`config.mk`:
```
export PLATFORM = sky130hd
export DESIGN_NAME = cpu_control_unit
export DESIGN_NICKNAME = d
export VERILOG_FILES = /design/src/rtl/cpu_pkg.sv /design/src/rtl/cpu_regfile.sv /design/src/rtl/cpu_control_unit.sv
export SDC_FILE = /design/constraint.sdc
export NUM_CORES = 1
export LEC_CHECK = 0
export CAP_MARGIN = 20
export CELL_PAD_IN_SITES_DETAIL_PLACEMENT = 0
export CELL_PAD_IN_SITES_GLOBAL_PLACEMENT = 2
export CORE_MARGIN = 2
export CORE_UTILIZATION = 36
export CTS_CLUSTER_SIZE = 25
export DETAILED_ROUTE_END_ITERATION = 10
export PLACE_DENSITY = 0.81
export SYNTH_ARGS = -nofsm -noshare
export SYNTH_HDL_FRONTEND = slang
export SYNTH_SLANG_ARGS = --single-unit
```
`constraint.sdc`:
```
create_clock -name clk -period 3.72 [get_ports clk]
set_input_delay 0.744 -clock clk [delete_from_list [all_inputs] [get_ports clk]]
set_output_delay 0.744 -clock clk [all_outputs]
set_load 0.05 [all_outputs]
```
`src/rtl/cpu_pkg.sv`:
```
// Shared definitions for the 8-bit multi-cycle CPU control path.
// Holds the datapath widths, the instruction field positions, the opcode
// values and the sequencer state encoding.
package cpu_pkg;

  localparam int CPU_DATA_W  = 8;
  localparam int CPU_ADDR_W  = 8;
  localparam int CPU_INSTR_W = 16;

  // Instruction layout: [15:12] opcode, [11:10] rd, [9:8] rs, [7:0] imm
  localparam int OPC_MSB = 15;
  localparam int OPC_LSB = 12;
  localparam int RD_MSB  = 11;
  localparam int RD_LSB  = 10;
  localparam int RS_MSB  = 9;
  localparam int RS_LSB  = 8;
  localparam int IMM_MSB = 7;
  localparam int IMM_LSB = 0;

  localparam logic [3:0] OP_NOP  = 4'h0;
  localparam logic [3:0] OP_ALU  = 4'h1;
  localparam logic [3:0] OP_LDI  = 4'h2;
  localparam logic [3:0] OP_MOV  = 4'h3;
  localparam logic [3:0] OP_JMP  = 4'h4;
  localparam logic [3:0] OP_JC   = 4'h5;
  localparam logic [3:0] OP_JZ   = 4'h6;
  localparam logic [3:0] OP_HALT = 4'hF;

  typedef enum logic [2:0] {
    ST_IDLE      = 3'd0,
    ST_FETCH     = 3'd1,
    ST_DECODE    = 3'd2,
    ST_EXECUTE   = 3'd3,
    ST_WRITEBACK = 3'd4,
    ST_HALT      = 3'd5
  } state_e;

endpackage

```
`src/rtl/cpu_regfile.sv`:
```
// 4x8 register file for the CPU.
// Ports:
//   clk, rst               clock, async active-high reset (clears all regs)
//   rd_a_sel_i/rd_a_data_o async read port A (operand a)
//   rd_b_sel_i/rd_b_data_o async read port B (operand b)
//   dbg_sel_i/dbg_data_o   async debug read port
//   wr_en_i/wr_sel_i/wr_data_i  synchronous write port
module cpu_regfile #(
  parameter int DATA_W   = 8,
  parameter int NUM_REGS = 4,
  parameter int SEL_W    = $clog2(NUM_REGS)
) (
  input  logic              clk,
  input  logic              rst,
  input  logic [SEL_W-1:0]  rd_a_sel_i,
  output logic [DATA_W-1:0] rd_a_data_o,
  input  logic [SEL_W-1:0]  rd_b_sel_i,
  output logic [DATA_W-1:0] rd_b_data_o,
  input  logic [SEL_W-1:0]  dbg_sel_i,
  output logic [DATA_W-1:0] dbg_data_o,
  input  logic              wr_en_i,
  input  logic [SEL_W-1:0]  wr_sel_i,
  input  logic [DATA_W-1:0] wr_data_i
);

  logic [DATA_W-1:0] regs_q [NUM_REGS];

  always_ff @(posedge clk or posedge rst) begin
    if (rst) begin
      for (int i = 0; i < NUM_REGS; i++) regs_q[i] <= '0;
    end else if (wr_en_i) begin
      regs_q[wr_sel_i] <= wr_data_i;
    end
  end

  assign rd_a_data_o = regs_q[rd_a_sel_i];
  assign rd_b_data_o = regs_q[rd_b_sel_i];
  assign dbg_data_o  = regs_q[dbg_sel_i];

endmodule

```
`src/rtl/cpu_control_unit.sv`:
```
// Multi-cycle fetch/decode/execute sequencer for the 8-bit CPU.
// Owns PC, IR, carry/zero flags and the sticky illegal bit; the register file
// lives in cpu_regfile. Drives an external combinational ALU and reads an
// external asynchronous program ROM.
// Ports:
//   clk, rst             clock, async active-high reset
//   start                begin execution at PC=0 (honoured in IDLE/HALT only)
//   instr_addr/instr_data ROM address (= PC) and returned instruction word
//   alu_a/alu_b/alu_sel  ALU operands and operation select
//   alu_result/alu_carry ALU result and carry out
//   busy/halted          sequencer status
//   carry_flag/zero_flag registered ALU flags
//   illegal              sticky, set by an undefined opcode
//   dbg_sel/dbg_data     combinational register read for debug
// The sequencer state is visible on busy/halted; state_q is the single FSM
// register for anyone binding checkers inside the hierarchy.
module cpu_control_unit #(
  parameter int DATA_W   = 8,
  parameter int ADDR_W   = 8,
  parameter int NUM_REGS = 4
) (
  input  logic              clk,
  input  logic              rst,
  input  logic              start,
  output logic [ADDR_W-1:0] instr_addr,
  input  logic [15:0]       instr_data,
  output logic [DATA_W-1:0] alu_a,
  output logic [DATA_W-1:0] alu_b,
  output logic [2:0]        alu_sel,
  input  logic [DATA_W-1:0] alu_result,
  input  logic              alu_carry,
  output logic              busy,
  output logic              halted,
  output logic              carry_flag,
  output logic              zero_flag,
  output logic              illegal,
  input  logic [1:0]        dbg_sel,
  output logic [DATA_W-1:0] dbg_data
);
  import cpu_pkg::*;

  state_e                   state_q;
  logic [ADDR_W-1:0]        pc_q;
  logic [CPU_INSTR_W-1:0]   ir_q;
  logic [DATA_W-1:0]        op_a_q, op_b_q, result_q;
  logic                     carry_q, zero_q, illegal_q;
  logic [2:0]               alu_sel_q;
  logic                     busy_q, halted_q;

  logic [3:0]               opcode;
  logic [1:0]               rd_sel, rs_sel;
  logic [7:0]               imm;
  logic [DATA_W-1:0]        rd_a_data, rd_b_data, wb_data;
  logic                     wb_en;

  assign opcode = ir_q[OPC_MSB:OPC_LSB];
  assign rd_sel = ir_q[RD_MSB:RD_LSB];
  assign rs_sel = ir_q[RS_MSB:RS_LSB];
  assign imm    = ir_q[IMM_MSB:IMM_LSB];

  // Only ALU/LDI/MOV ever reach WRITEBACK, so the state alone enables the write.
  assign wb_en = (state_q == ST_WRITEBACK);

  always_comb begin
    wb_data = op_b_q;  // MOV
    case (opcode)
      OP_ALU:  wb_data = result_q;
      OP_LDI:  wb_data = DATA_W'(imm);
      default: wb_data = op_b_q;
    endcase
  end

  cpu_regfile #(.DATA_W(DATA_W), .NUM_REGS(NUM_REGS), .SEL_W(2)) u_regfile (
    .clk        (clk),
    .rst        (rst),
    .rd_a_sel_i (rd_sel),
    .rd_a_data_o(rd_a_data),
    .rd_b_sel_i (rs_sel),
    .rd_b_data_o(rd_b_data),
    .dbg_sel_i  (dbg_sel),
    .dbg_data_o (dbg_data),
    .wr_en_i    (wb_en),
    .wr_sel_i   (rd_sel),
    .wr_data_i  (wb_data)
  );

  always_ff @(posedge clk or posedge rst) begin
    if (rst) begin
      state_q   <= ST_IDLE;
      pc_q      <= '0;
      ir_q      <= '0;
      op_a_q    <= '0;
      op_b_q    <= '0;
      result_q  <= '0;
      carry_q   <= 1'b0;
      zero_q    <= 1'b0;
      illegal_q <= 1'b0;
      alu_sel_q <= 3'b000;
      busy_q    <= 1'b0;
      halted_q  <= 1'b0;
    end else begin
      case (state_q)
        ST_IDLE, ST_HALT: begin
          if (start) begin
            state_q  <= ST_FETCH;
            pc_q     <= '0;
            busy_q   <= 1'b1;
            halted_q <= 1'b0;
          end
        end
        ST_FETCH: begin
          ir_q    <= instr_data;
          pc_q    <= pc_q + ADDR_W'(1);
          state_q <= ST_DECODE;
        end
        ST_DECODE: begin
          // Operands are frozen here so a writeback to rd cannot disturb them.
          op_a_q    <= rd_a_data;
          op_b_q    <= rd_b_data;
          alu_sel_q <= (opcode == OP_ALU) ? imm[2:0] : 3'b000;
          state_q   <= ST_EXECUTE;
        end
        ST_EXECUTE: begin
          alu_sel_q <= 3'b000;
          state_q   <= ST_FETCH;
          case (opcode)
            OP_ALU: begin
              result_q <= alu_result;
              carry_q  <= alu_carry;
              zero_q   <= (alu_result == '0);
              state_q  <= ST_WRITEBACK;
            end
            OP_LDI, OP_MOV: state_q <= ST_WRITEBACK;
            OP_JMP:  pc_q <= ADDR_W'(imm);
            OP_JC:   if (carry_q) pc_q <= ADDR_W'(imm);
            OP_JZ:   if (zero_q)  pc_q <= ADDR_W'(imm);
            OP_NOP:  ;
            OP_HALT: begin
              state_q  <= ST_HALT;
              busy_q   <= 1'b0;
              halted_q <= 1'b1;
            end
            default: illegal_q <= 1'b1;
          endcase
        end
        ST_WRITEBACK: state_q <= ST_FETCH;
        default: begin
          state_q  <= ST_IDLE;
          busy_q   <= 1'b0;
          halted_q <= 1'b0;
        end
      endcase
    end
  end

  assign instr_addr = pc_q;
  assign alu_a      = op_a_q;
  assign alu_b      = op_b_q;
  assign alu_sel    = alu_sel_q;
  assign busy       = busy_q;
  assign halted     = halted_q;
  assign carry_flag = carry_q;
  assign zero_flag  = zero_q;
  assign illegal    = illegal_q;

endmodule
```
### Yosys cells after proc, flatten, opt, wreduce, memory -nomap -nowiden

Index checks and enable logic that the tools add are counted.
Widths: inputs -> output; s select.

| cells by class | value |
|---|---|
| add/sub/neg operators | 1 |
| order comparisons | 4 |
| equal/unequal tests | 17 |
| mux-type cells | 29 |
| bitwise logic cells | 5 |
| reductions and logical operators | 14 |

Operators by type and width:

| kind | number |
|---|---|
| $mux 8 | 10 |
| $bmux 8 s2 | 3 |
| $pmux 8 s3 | 2 |
| $bwmux 32 | 1 |
| $demux 8 s2 | 1 |
| $pmux 8 s2 | 1 |
| $pmux 3 s5 | 1 |
| $eq 4x3->1 const B | 3 |
| $pmux 3 s2 | 2 |
| $ge 3x3->1 const B | 3 |
| $not 2->3 | 3 |
| $add 8x1->8 const B | 1 |
| $eq 4x2->1 const B | 2 |
| $logic_not 8->1 | 1 |
| $reduce_or 8->1 | 1 |
| $eq 3x2->1 const B | 2 |
| $eq 3x3->1 const B | 2 |
| $mux 3 | 2 |
| $ne 3x3->1 const B | 2 |
| $pmux 1 s3 | 2 |
| $reduce_or 3->1 | 2 |
| $reduce_and 5->1 | 1 |
| $eq 4x1->1 const B | 1 |
| $eq 4x4->1 const B | 1 |
| other kinds (15) | 20 |

| storage, ports and cells | value |
|---|---|
| flip-flop bits (word level) | 91 |
| bits of input ports | 30 |
| logic and storage cells | 86 |

### Depth between registers and ports, before layout

Gate-level depths: netlist of the first run.

| logic depth | value |
|---|---|
| word-level depth | 6 |
| mapped depth | 7 |
| gate-level depth less buffers | 5 |

### By module

Synthesis of the first run repeated with hierarchy kept, for this count alone.

| unflattened totals | value |
|---|---|
| cells, all modules | 363 |
| area total of the unflattened synthesis | 4624.4 µm² |

By module, submodules not included:

| module | instances | cells each | area an instance (µm²) |
|---|---|---|---|
| cpu_control_unit | 1 | 264 | 2837.7 |
| cpu_regfile | 1 | 99 | 1786.7 |

### Worst setup path before layout of the first run

No wires, ideal clock.

| path | value |
|---|---|
| path kind | input -> output |
| start point | input port dbg_sel[0] |
| end point | output port dbg_data[0] |
| arrival | 1.888 ns |
| required time | 2.976 ns |
| path slack | 1.088 ns |
| cell stages on the path | 2 |
| path buffers | 1 |
| cells stage by stage | clkbuf_1 -> mux4_2 |

| on the way | value |
|---|---|
| word-level cells in the longest chain between the ends | 4 |

RTL lines:

| what | RTL line | RTL |
|---|---|---|
| from (decl) | cpu_control_unit.sv:37 | `input logic [1:0] dbg_sel,` |
| $not 2->3 (not written as such) | cpu_regfile.sv:38 | `assign dbg_data_o = regs_q[dbg_sel_i];` |
| $bmux 8 s2 | cpu_regfile.sv:38 |  |
| $mux 8 (not written as such) (2 in a row) | cpu_regfile.sv:38 |  |
| to (decl) | cpu_control_unit.sv:38 | `output logic [DATA_W-1:0] dbg_data` |

No other way between the ends. The select of a mux whose other input is x is not followed.

### Worst setup path in the final report of the first run

Same ends and word-level chain as after synthesis.

==> run_results.csv, run 1 <==
group,metric,value,unit
outcome,status,"finished clean",
grt,grt_first_pass_wirelength,19000,µm
synthesis,async_flop_share,1.00,
clock_network,htreeDepth,3,
routing,dr.pass1.iters,4,
timing,setup-tns-final,0,ns
die,pin_count,70,
clock_network,cts.sinks,91,
grt,grt_usage,0.175,
critical_path,reg2reg_slack,1.25,ns
power,irDropWorstVdd,0.000341,V
clock_network,clock_latency,0.35,ns
synthesis,synth_area_leaders,"dfrtp_1 (48%), mux2_2 (11%), mux4_2 (11%)",
timing,relSlewSlack,0.450,
critical_path,startpoint_type,"input pin",
die,die_area,14100,µm²
synthesis,synth_area,4730,µm²
finish,fin_nets,483,
synthesis,synthDistinctLibCells,45,
timing,final_hold_viol_count,0,
routing,wl_per_cell,18.6,µm
critical_path,worst-setup-path-type,"input pin to output port",
die,coreArea,12700,µm²
critical_path,worstPathMaxFanout,8,
grt,antenna_found_initial,0,
finish,syn2layout_area_growth,23.4,%
routing,drt_wl_total,11700,µm
clock_network,cts_buffers,9,
synthesis,ys_seq_elements,91,
grt,grt_overflow,0,
power,p_per_area,937,nW/µm²
power,p_leak,2.50,nW
synthesis,yosysSeqAreaShare,0.482,
clock_network,ctsHoldBuffers,0,
synthesis,yosysMostFrequentCell,"dfrtp_1",
timing,fin_crit,3.10,ns
place,dpl_cell_area,5560,µm²
timing,fin_crit_sh,0.832,
place,numPortBuffers,69,
clock_network,cts-root-buf,"clkbuf_16",
synthesis,netlist_instances,394,
synthesis,synth_common_cells,"dfrtp_1 (91), nand2_1 (66), mux2_2 (48), mux4_2 (24), o21ai_1 (20)",
clock_network,path_clk_slew,0.06,ns
synthesis,synthXorXnorAreaFrac,0.00185,
synthesis,synth-simple-area-share,0.129,
place,dp_hpwl,8070,µm
die,std_cell_rows,41,
clock_network,cts_tree,"yes",
die,start_util,0.371,
finish,fin_area,5830,µm²
critical_path,arrival,2.35,ns
routing,viasPerCell,5.42,
clock_network,postCtsSetupRepairBufs,0,
timing,fmax,323,MHz
synthesis,yosysWarnings,0,
synthesis,synth_compound_area_frac,0.100,
finish,antenna_cells,0,
timing,fin_worst_skew,0.00640,ns
synthesis,synth_top_flop_cell,"dfrtp_1",
place,dp_slack,0.572,ns
finish,drive_gt1_frac,0.254,
critical_path,cp.required,2.98,ns
synthesis,syn_area_per_cell,12.0,µm²
synthesis,synth_edf_count,0,
grt,grt_max_degree,92,
clock_network,cts_buffer_depth,2,
timing,worst_pin_slew,0.826,ns
grt,grt_pass1_vias,3454,
routing,antenna_left,0,
timing,slew_viol_final,0,
timing,rsz0062_at_grt,"false",
synthesis,synth_top_family_by_area,"multiplexers",
routing,drtIter0Drc,165,
routing,vias,3407,
worst_hold_path,hp-class,"register to register",
die,die_h,119,µm
clock_network,cts_resized,0,
synthesis,synthMuxAreaShare,0.257,
timing,worst_slack,0.625,ns
synthesis,synthesis.nets,425,
place,globalplace.congestion,0.803,
synthesis,yosysTopAreaCell,"dfrtp_1",
die,fp.dieW,119,µm
critical_path,endpoint_kind,"output port",
synthesis,synth_top_cell_area_share,0.482,
job,cap_violations,0,
routing,drc_errors,0,
synthesis,synthAdderAreaFrac,0.00265,
timing,finalSetupViolations,0,
-- cell type report --
class,instances,area [µm²]
Tap cell,172,215
Multi-Input combinational cell,271,2320
Fill cell,1246,6890
Clock buffer,10,229
Sequential cell,91,2280
Timing Repair Buffer,74,721
Clock inverter,6,47.5
Inverter,5,20.0
-- worst paths after layout --
check                                          end                    from  depth (start not counted)
min in group asynchronous     alu_b[2]$_DFFE_PP0P_                     rst                          3
max                                    dbg_data[0]              dbg_sel[0]                          3
min reg2reg                    illegal$_DFFE_PP0P_     illegal$_DFFE_PP0P_                          1
min                            illegal$_DFFE_PP0P_     illegal$_DFFE_PP0P_                          1
max reg2reg                result_q[0]$_DFFE_PP0P_  state_q[0]$_DFFE_PP0P_                          3
max in group asynchronous   state_q[1]$_DFFE_PP0P_                     rst                          3
-- report_power, final --
part	internal, mW	switching, mW	total, mW
logic	1.16	1.40	2.56
clock network	0.458	0.402	0.860
registers	1.40	0.644	2.04
-- placed cells by master (no fill, tap or decap), types with 2 or more instances in the layout --
cell type	synthesis	routed
o21ai_0	6	6
o221a_2	8	8
nor2b_1	8	8
a21oi_1	9	9
nor4_1	13	13
clkdlybuf4s50_1	0	61
nand3_1	6	6
mux2_1	12	12
inv_6	0	2
clkinvlp_4	0	4
or3b_1	2	2
o22a_1	8	8
clkbuf_16	0	9
nand4bb_1	2	2
o22ai_1	2	2
o2bb2ai_1	5	5
mux4_2	24	24
buf_4	0	12
dfrtp_1	91	91
inv_1	4	3
mux2_2	48	48
nand2b_1	5	5
o21ai_1	20	20
nor2_1	5	5
nand2_1	66	66
-- flip-flops by register name, summed over array words and instances, names as in the netlist --
name              flops
carry_flag            1
zero_flag             1
alu_a                 8
ir_q                 16
alu_b                 8
alu_sel               3
illegal               1
busy                  1
result_q              8
u_regfile.regs_q     32
instr_addr            8
halted                1
state_q               3
-- critical path, cell delays in order --
cell and delay, ns:
clkdlybuf4s50_1 0.81, mux4_2 0.58, buf_4 0.21
-- logic make-up after synthesis --
logic type,Yosys count
flip-flops,91
AO/OA/AOI/OAI,67
AND/OR/NAND/NOR,118
multiplexers,84
adder cells (fa/ha/maj),1
buffers and inverters,32
XOR/XNOR,1
-- routing by layer --
layer / vias up / global-route usage / part of all wire
li1: 1587 / - / -
met1: 1723 / 0.244 / 0.47
met2: 82 / 0.267 / 0.46
met3: 15 / 0.0314 / 0.051
met4: 0 / 0.0751 / 0.019
met5: - / 0 / 0
-- stage by stage --
stage / util / instances / total power [mW] / hold WS [ns]
after floorplan: - / 394 / 3.81 / 0.466
after global placement: 0.437 / 613 / 4.58 / 0.461
after detailed placement: 0.437 / 613 / 4.64 / 0.474
after CTS: 0.458 / 629 / 5.51 / 0.486
after global routing: 0.458 / 629 / 5.81 / 0.501
final: 0.458 / 629 / 5.47 / 0.474
(Power assumes the default switching activity.)
==> run 2, diff against run 1 <==
--- a/config.mk
+++ b/config.mk
@@ -9,10 +9,10 @@
 export CELL_PAD_IN_SITES_DETAIL_PLACEMENT = 0
 export CELL_PAD_IN_SITES_GLOBAL_PLACEMENT = 2
 export CORE_MARGIN = 2
-export CORE_UTILIZATION = 36
+export CORE_UTILIZATION = 33
 export CTS_CLUSTER_SIZE = 25
 export DETAILED_ROUTE_END_ITERATION = 10
-export PLACE_DENSITY = 0.81
+export PLACE_DENSITY = 0.78
 export SYNTH_ARGS = -nofsm -noshare
 export SYNTH_HDL_FRONTEND = slang
 export SYNTH_SLANG_ARGS = --single-unit
==> constraint.sdc (replaced) <==
create_clock -name clk -period 2.7 [get_ports clk]
set_input_delay 0.54 -clock clk [delete_from_list [all_inputs] [get_ports clk]]
set_output_delay 0.54 -clock clk [all_outputs]
set_load 0.05 [all_outputs]
==> run_results.csv, run 2 (synthesis results as in run 1) <==
group,metric,value,unit
power,p_per_area,1320,nW/µm²
die,std_cell_rows,43,
finish,fin_nets,487,
finish,layout_common_cells,"dfrtp_1 (91), nand2_1 (66), clkdlybuf4s50_1 (61)",
finish,fill_cells,1303,
routing,drt_wl_total,12200,µm
clock_network,path_clk_slew,0.06,ns
place,dpl_cell_area,5610,µm²
critical_path,endpoint_kind,"output port",
routing,drc_errors,0,
worst_hold_path,hp-class,"register to register",
critical_path,startpoint,"dbg_sel[0]",
critical_path,cp.required,2.16,ns
die,die_area,15300,µm²
timing,worst_pin_slew,0.825,ns
timing,rsz0062_at_grt,"false",
timing,fin_worst_skew,0.00655,ns
finish,multi_input_area,2320,µm²
timing,slew_viol_final,0,
clock_network,clock_latency,0.34,ns
power,p_leak,2.56,nW
routing,viasPerCell,5.34,
finish,drive_gt1_frac,0.260,
critical_path,crit_end,"dbg_data[7]",
finish,top_regs,"u_regfile.regs_q (32), ir_q (16)",
place,numPortBuffers,69,
grt,antenna_found_initial,0,
timing,fmax,407,MHz
power,p_sw_frac,0.431,
outcome,status,"finished clean",
routing,drtIter0Drc,182,
finish,antenna_cells,0,
clock_network,cts_resized,0,
finish,regArea,2280,µm²
clock_network,cts_buffer_depth,2,
power,combPwrFrac,0.463,
critical_path,arrival,1.92,ns
grt,grt_overflow,0,
timing,final_hold_viol_count,0,
timing,fin_crit,2.46,ns
critical_path,reg2reg_from,"state_q[0]$_DFFE_PP0P_",
die,start_util,0.339,
clock_network,htreeDepth,3,
critical_path,worstPathMaxFanout,8,
die,fp.dieW,124,µm
clock_network,ctsHoldBuffers,0,
power,irDropWorstVdd,0.000472,V
critical_path,reg2reg_slack,0.44,ns
finish,syn2layout_area_growth,25.9,%
routing,antenna_left,0,
timing,relSlewSlack,0.450,
critical_path,startpoint_type,"input pin",
finish,top_register,"u_regfile.regs_q",
critical_path,reg2reg_depth,3,
grt,grt_max_degree,92,
timing,fin_crit_sh,0.910,
clock_network,cts_buffers,9,
place,globalplace.congestion,0.794,
finish,layout_commonest_cell,"dfrtp_1",
grt,grt_pass1_vias,3434,
grt,grt_first_pass_wirelength,19500,µm
grt,grt_usage,0.171,
power,p_switching,3.39,mW
clock_network,postCtsSetupRepairBufs,0,
clock_network,cts_tree,"yes",
die,coreArea,13900,µm²
die,die_h,124,µm
finish,fin_area,5950,µm²
clock_network,cts-root-buf,"clkbuf_16",
power,p_int,4.47,mW
place,dp_hpwl,8620,µm
critical_path,worst-setup-path-type,"input pin to output port",
routing,wl_per_cell,19.1,µm
clock_network,cts.sinks,91,
timing,setup-tns-final,0,ns
critical_path,r2r-end,"result_q[5]$_DFFE_PP0P_",
power,clkPwrFrac,0.184,
routing,vias,3423,
timing,finalSetupViolations,0,
die,pin_count,70,
job,cap_violations,0,
routing,dr.pass1.iters,4,
power,p_seq_frac,0.354,
finish,largest_register_ffs,32,
-- run 2: cell types whose count changed in the layout (fill, tap and decap cells not counted) --
cell	delta
buf_12	+1
clkinvlp_4	-2
bufinv_16	+3
buf_4	+3
inv_6	-1
-- run 2: area by class of cell --
cell class	instances	share of cell area
Tap cell	180	0.0378
Sequential cell	91	0.383
Clock buffer	10	0.0385
Clock inverter	6	0.0187
Multi-Input combinational cell	271	0.390
Timing Repair Buffer	78	0.128
Inverter	5	0.00378
-- run 2: how the worst min path moves through the flow --
| stage | to | slack (ns) | cells past startpoint | start |
|---|---|---|---|---|
| after detailed placement | illegal$_DFFE_PP0P_ | 0.46 | 1 | illegal$_DFFE_PP0P_ |
| after CTS | illegal$_DFFE_PP0P_ | 0.47 | 1 | illegal$_DFFE_PP0P_ |
| final | illegal$_DFFE_PP0P_ | 0.47 | 1 | illegal$_DFFE_PP0P_ |
| after global routing | illegal$_DFFE_PP0P_ | 0.48 | 1 | illegal$_DFFE_PP0P_ |
| after global placement | illegal$_DFFE_PP0P_ | 0.46 | 1 | illegal$_DFFE_PP0P_ |
| after floorplan | result_q[0]$_DFFE_PP0P_ | 0.47 | 1 | result_q[0]$_DFFE_PP0P_ |
-- run 2: per-stage QoR --
step	hold slack [ns]	utilization	setup WS, ns	power (mW)	cells
3_3_place_gp	0.455	0.403	0.223	6.40	625
6_report	0.468	0.427	0.242	7.86	641
2_1_floorplan	0.466	-	0.476	5.24	394
5_1_grt	0.484	0.427	0.199	8.34	641
3_5_place_dp	0.460	0.403	0.224	6.46	625
4_1_cts	0.474	0.427	0.224	7.94	641
-- run 2: power groups by stage --
| stage | Sequential (mW) | Combinational, mW | Clock, mW |
|---|---|---|---|
| 6_report | 2.78 | 3.64 | 1.44 |
| 5_1_grt | 2.90 | 3.92 | 1.52 |
| 4_1_cts | 2.79 | 3.67 | 1.48 |
| 3_5_place_dp | 2.81 | 3.66 | 0 |
| 3_3_place_gp | 2.79 | 3.62 | 0 |
| 2_1_floorplan | 2.94 | 2.30 | 0 |
-- run 2: worst max-delay path: stages --
cell	delay [ns]
clkdlybuf4s50_1	0.50
buf_12	0.15
mux4_2	0.52
buf_4	0.21
-- run 2: per-layer routing --
metal  global-route usage  up-vias  part of all wire
li1                     -     1602                 -
met1                0.238     1735              0.45
met2                0.271       73              0.49
met3               0.0275       13             0.043
met4               0.0604        0             0.014
met5                    0        -                 0
==> run 3, diff against run 2 <==
--- a/config.mk
+++ b/config.mk
@@ -6,7 +6,7 @@
 export NUM_CORES = 1
 export LEC_CHECK = 0
 export CAP_MARGIN = 20
-export CELL_PAD_IN_SITES_DETAIL_PLACEMENT = 0
+export CELL_PAD_IN_SITES_DETAIL_PLACEMENT = 2
 export CELL_PAD_IN_SITES_GLOBAL_PLACEMENT = 2
 export CORE_MARGIN = 2
 export CORE_UTILIZATION = 33
==> constraint.sdc (replaced) <==
create_clock -name clk -period 2.7 [get_ports clk]
set_input_delay 0.54 -clock clk [delete_from_list [all_inputs] [get_ports clk]]
set_output_delay 0.54 -clock clk [all_outputs]
set_load 0.005 [all_outputs]
==> run_results.csv, run 3 (synthesis results as in run 1) <==
group,metric,value,unit
routing,vias,3523,
critical_path,worstPathMaxFanout,8,
die,die_area,15300,µm²
worst_hold_path,hold_start,"illegal$_DFFE_PP0P_",
clock_network,cts.sinks,91,
critical_path,reg2reg_slack,0.41,ns
power,p_seq_frac,0.402,
power,irDropWorstVdd,0.000351,V
die,pin_count,70,
critical_path,path_cells,"clkdlybuf4s50_1, buf_12, mux4_2, dlygate4sd2_1",
die,die_h,124,µm
routing,antenna_left,0,
job,cap_violations,0,
clock_network,cts-root-buf,"clkbuf_16",
power,combPwrFrac,0.419,
finish,layout_common_cells,"dfrtp_1 (91), nand2_1 (66), clkdlybuf4s50_1 (61)",
grt,grt_pass1_vias,4128,
clock_network,clock_latency,0.35,ns
finish,antenna_cells,0,
timing,fin_worst_skew,0.00879,ns
grt,antenna_found_initial,0,
clock_network,cts_tree,"yes",
finish,post-route-util,0.427,
timing,finalSetupViolations,0,
routing,wl_per_cell,22.3,µm
timing,setup-tns-final,0,ns
clock_network,cts_buffers,9,
timing,slew_viol_final,0,
die,start_util,0.339,
routing,drc_errors,0,
timing,whs,0.477,ns
power,p_leak,2.61,nW
critical_path,crit_slowest_cell,"clkdlybuf4s50_1",
critical_path,arrival,1.99,ns
routing,drt_wl_total,14300,µm
routing,dr.pass1.iters,4,
critical_path,reg2reg_from,"state_q[2]$_DFFE_PP0P_",
die,std_cell_rows,43,
finish,layout_commonest_cell,"dfrtp_1",
power,p_switching,2.80,mW
finish,largest_register_ffs,32,
power,p_per_area,1190,nW/µm²
place,numPortBuffers,69,
die,fp.dieW,124,µm
finish,syn2layout_area_growth,25.9,%
timing,fin_crit_sh,0.938,
die,coreArea,13900,µm²
finish,fin_nets,488,
power,total_power,7.05,mW
critical_path,cp.required,2.16,ns
clock_network,htreeDepth,3,
critical_path,worst-setup-path-type,"input pin to output port",
critical_path,max_stage_delay,0.51,ns
place,dp_hpwl,10100,µm
worst_hold_path,whs_endpoint,"illegal$_DFFE_PP0P_",
finish,top_regs,"u_regfile.regs_q (32), ir_q (16)",
power,p_sw_frac,0.397,
grt,grt_max_degree,38,
finish,drive_gt1_frac,0.247,
finish,top_register,"u_regfile.regs_q",
clock_network,path_clk_slew,0.06,ns
timing,worst_pin_slew,0.942,ns
clock_network,cts_buffer_depth,2,
timing,relSlewSlack,0.372,
timing,fin_crit,2.53,ns
timing,final_hold_viol_count,0,
clock_network,postCtsSetupRepairBufs,0,
routing,drtIter0Drc,133,
timing,rsz0062_at_grt,"false",
timing,fmax,395,MHz
critical_path,reg2reg_depth,3,
critical_path,r2r-end,"result_q[7]$_DFFE_PP0P_",
place,globalplace.congestion,0.810,
outcome,status,"finished clean",
power,p_int,4.25,mW
grt,grt_usage,0.203,
power,clkPwrFrac,0.179,
critical_path,endpoint_kind,"output port",
worst_hold_path,holdPathStages,1,
routing,viasPerCell,5.49,
grt,grt_overflow,0,
worst_hold_path,hp-class,"register to register",
grt,grt_first_pass_wirelength,23200,µm
critical_path,startpoint_type,"input pin",
[run 3: cell count changes in the layout (fill, tap and decap cells not counted)]
cell / change
buf_12: +1
buf_4: -8
bufinv_16: -3
clkbuf_1: -1
clkbuf_8: +3
dlygate4sd2_1: +5
dlymetal6s2s_1: +3
inv_6: +1
[run 3: per-layer routing]
| metal | track usage | vias to the layer above | part of all wire |
|---|---|---|---|
| met5 | 0 | - | 0 |
| met4 | 0.0909 | 0 | 0.027 |
| met3 | 0.0325 | 26 | 0.032 |
| met2 | 0.333 | 74 | 0.50 |
| met1 | 0.266 | 1832 | 0.44 |
| li1 | - | 1591 | - |
[run 3: timing repair]
| item | 4_1_cts | 5_1_grt |
|---|---|---|
| endpoints found under the setup margin | 5 | 3 |
| hold buffers | 0 | 0 |
| resized for setup | 5 | 3 |
[run 3: power by group through the flow]
stage	logic (mW)	clock network (mW)	registers (mW)
detailed placement	2.97	0	2.84
finish	2.96	1.26	2.83
floorplan	2.13	0	2.35
global placement	2.85	0	2.79
CTS	3.00	1.29	2.84
global route	3.26	1.34	2.95
[run 3: area by class of cell]
| type | count | area (µm²) |
|---|---|---|
| Fill cell | 1412 | 7990 |
| Multi-Input combinational cell | 271 | 2320 |
| Sequential cell | 91 | 2280 |
| Timing Repair Buffer | 79 | 805 |
| Clock buffer | 12 | 267 |
| Tap cell | 180 | 225 |
| Clock inverter | 4 | 30.0 |
| Inverter | 5 | 22.5 |
[run 3: worst max-delay path by stage]
stage,startpoint,to,slack [ns],cells past startpoint
after floorplan,dbg_sel[0],dbg_data[0],0.63,2
after global placement,dbg_sel[0],dbg_data[7],-0.04,4
after detailed placement,dbg_sel[0],dbg_data[7],-0.05,4
after CTS,dbg_sel[0],dbg_data[2],0.002,4
after global routing,dbg_sel[0],dbg_data[7],0.11,4
final,dbg_sel[0],dbg_data[7],0.17,4
[run 3: worst max-delay path, delay by kind of cell]
kind | cells | cell delay (ns)
muxes | 1 | 0.50
buffers and inverters | 3 | 0.95
[run 3: per-stage QoR]
step | setup WS [ns] | cell area, µm² | std cells
after global routing | 0.107 | 5950 | 642
after global placement | -0.0372 | 5650 | 626
after CTS | 0.00185 | 5940 | 642
after floorplan | 0.633 | 4730 | 394
final | 0.168 | 5950 | 642
after detailed placement | -0.0466 | 5650 | 626
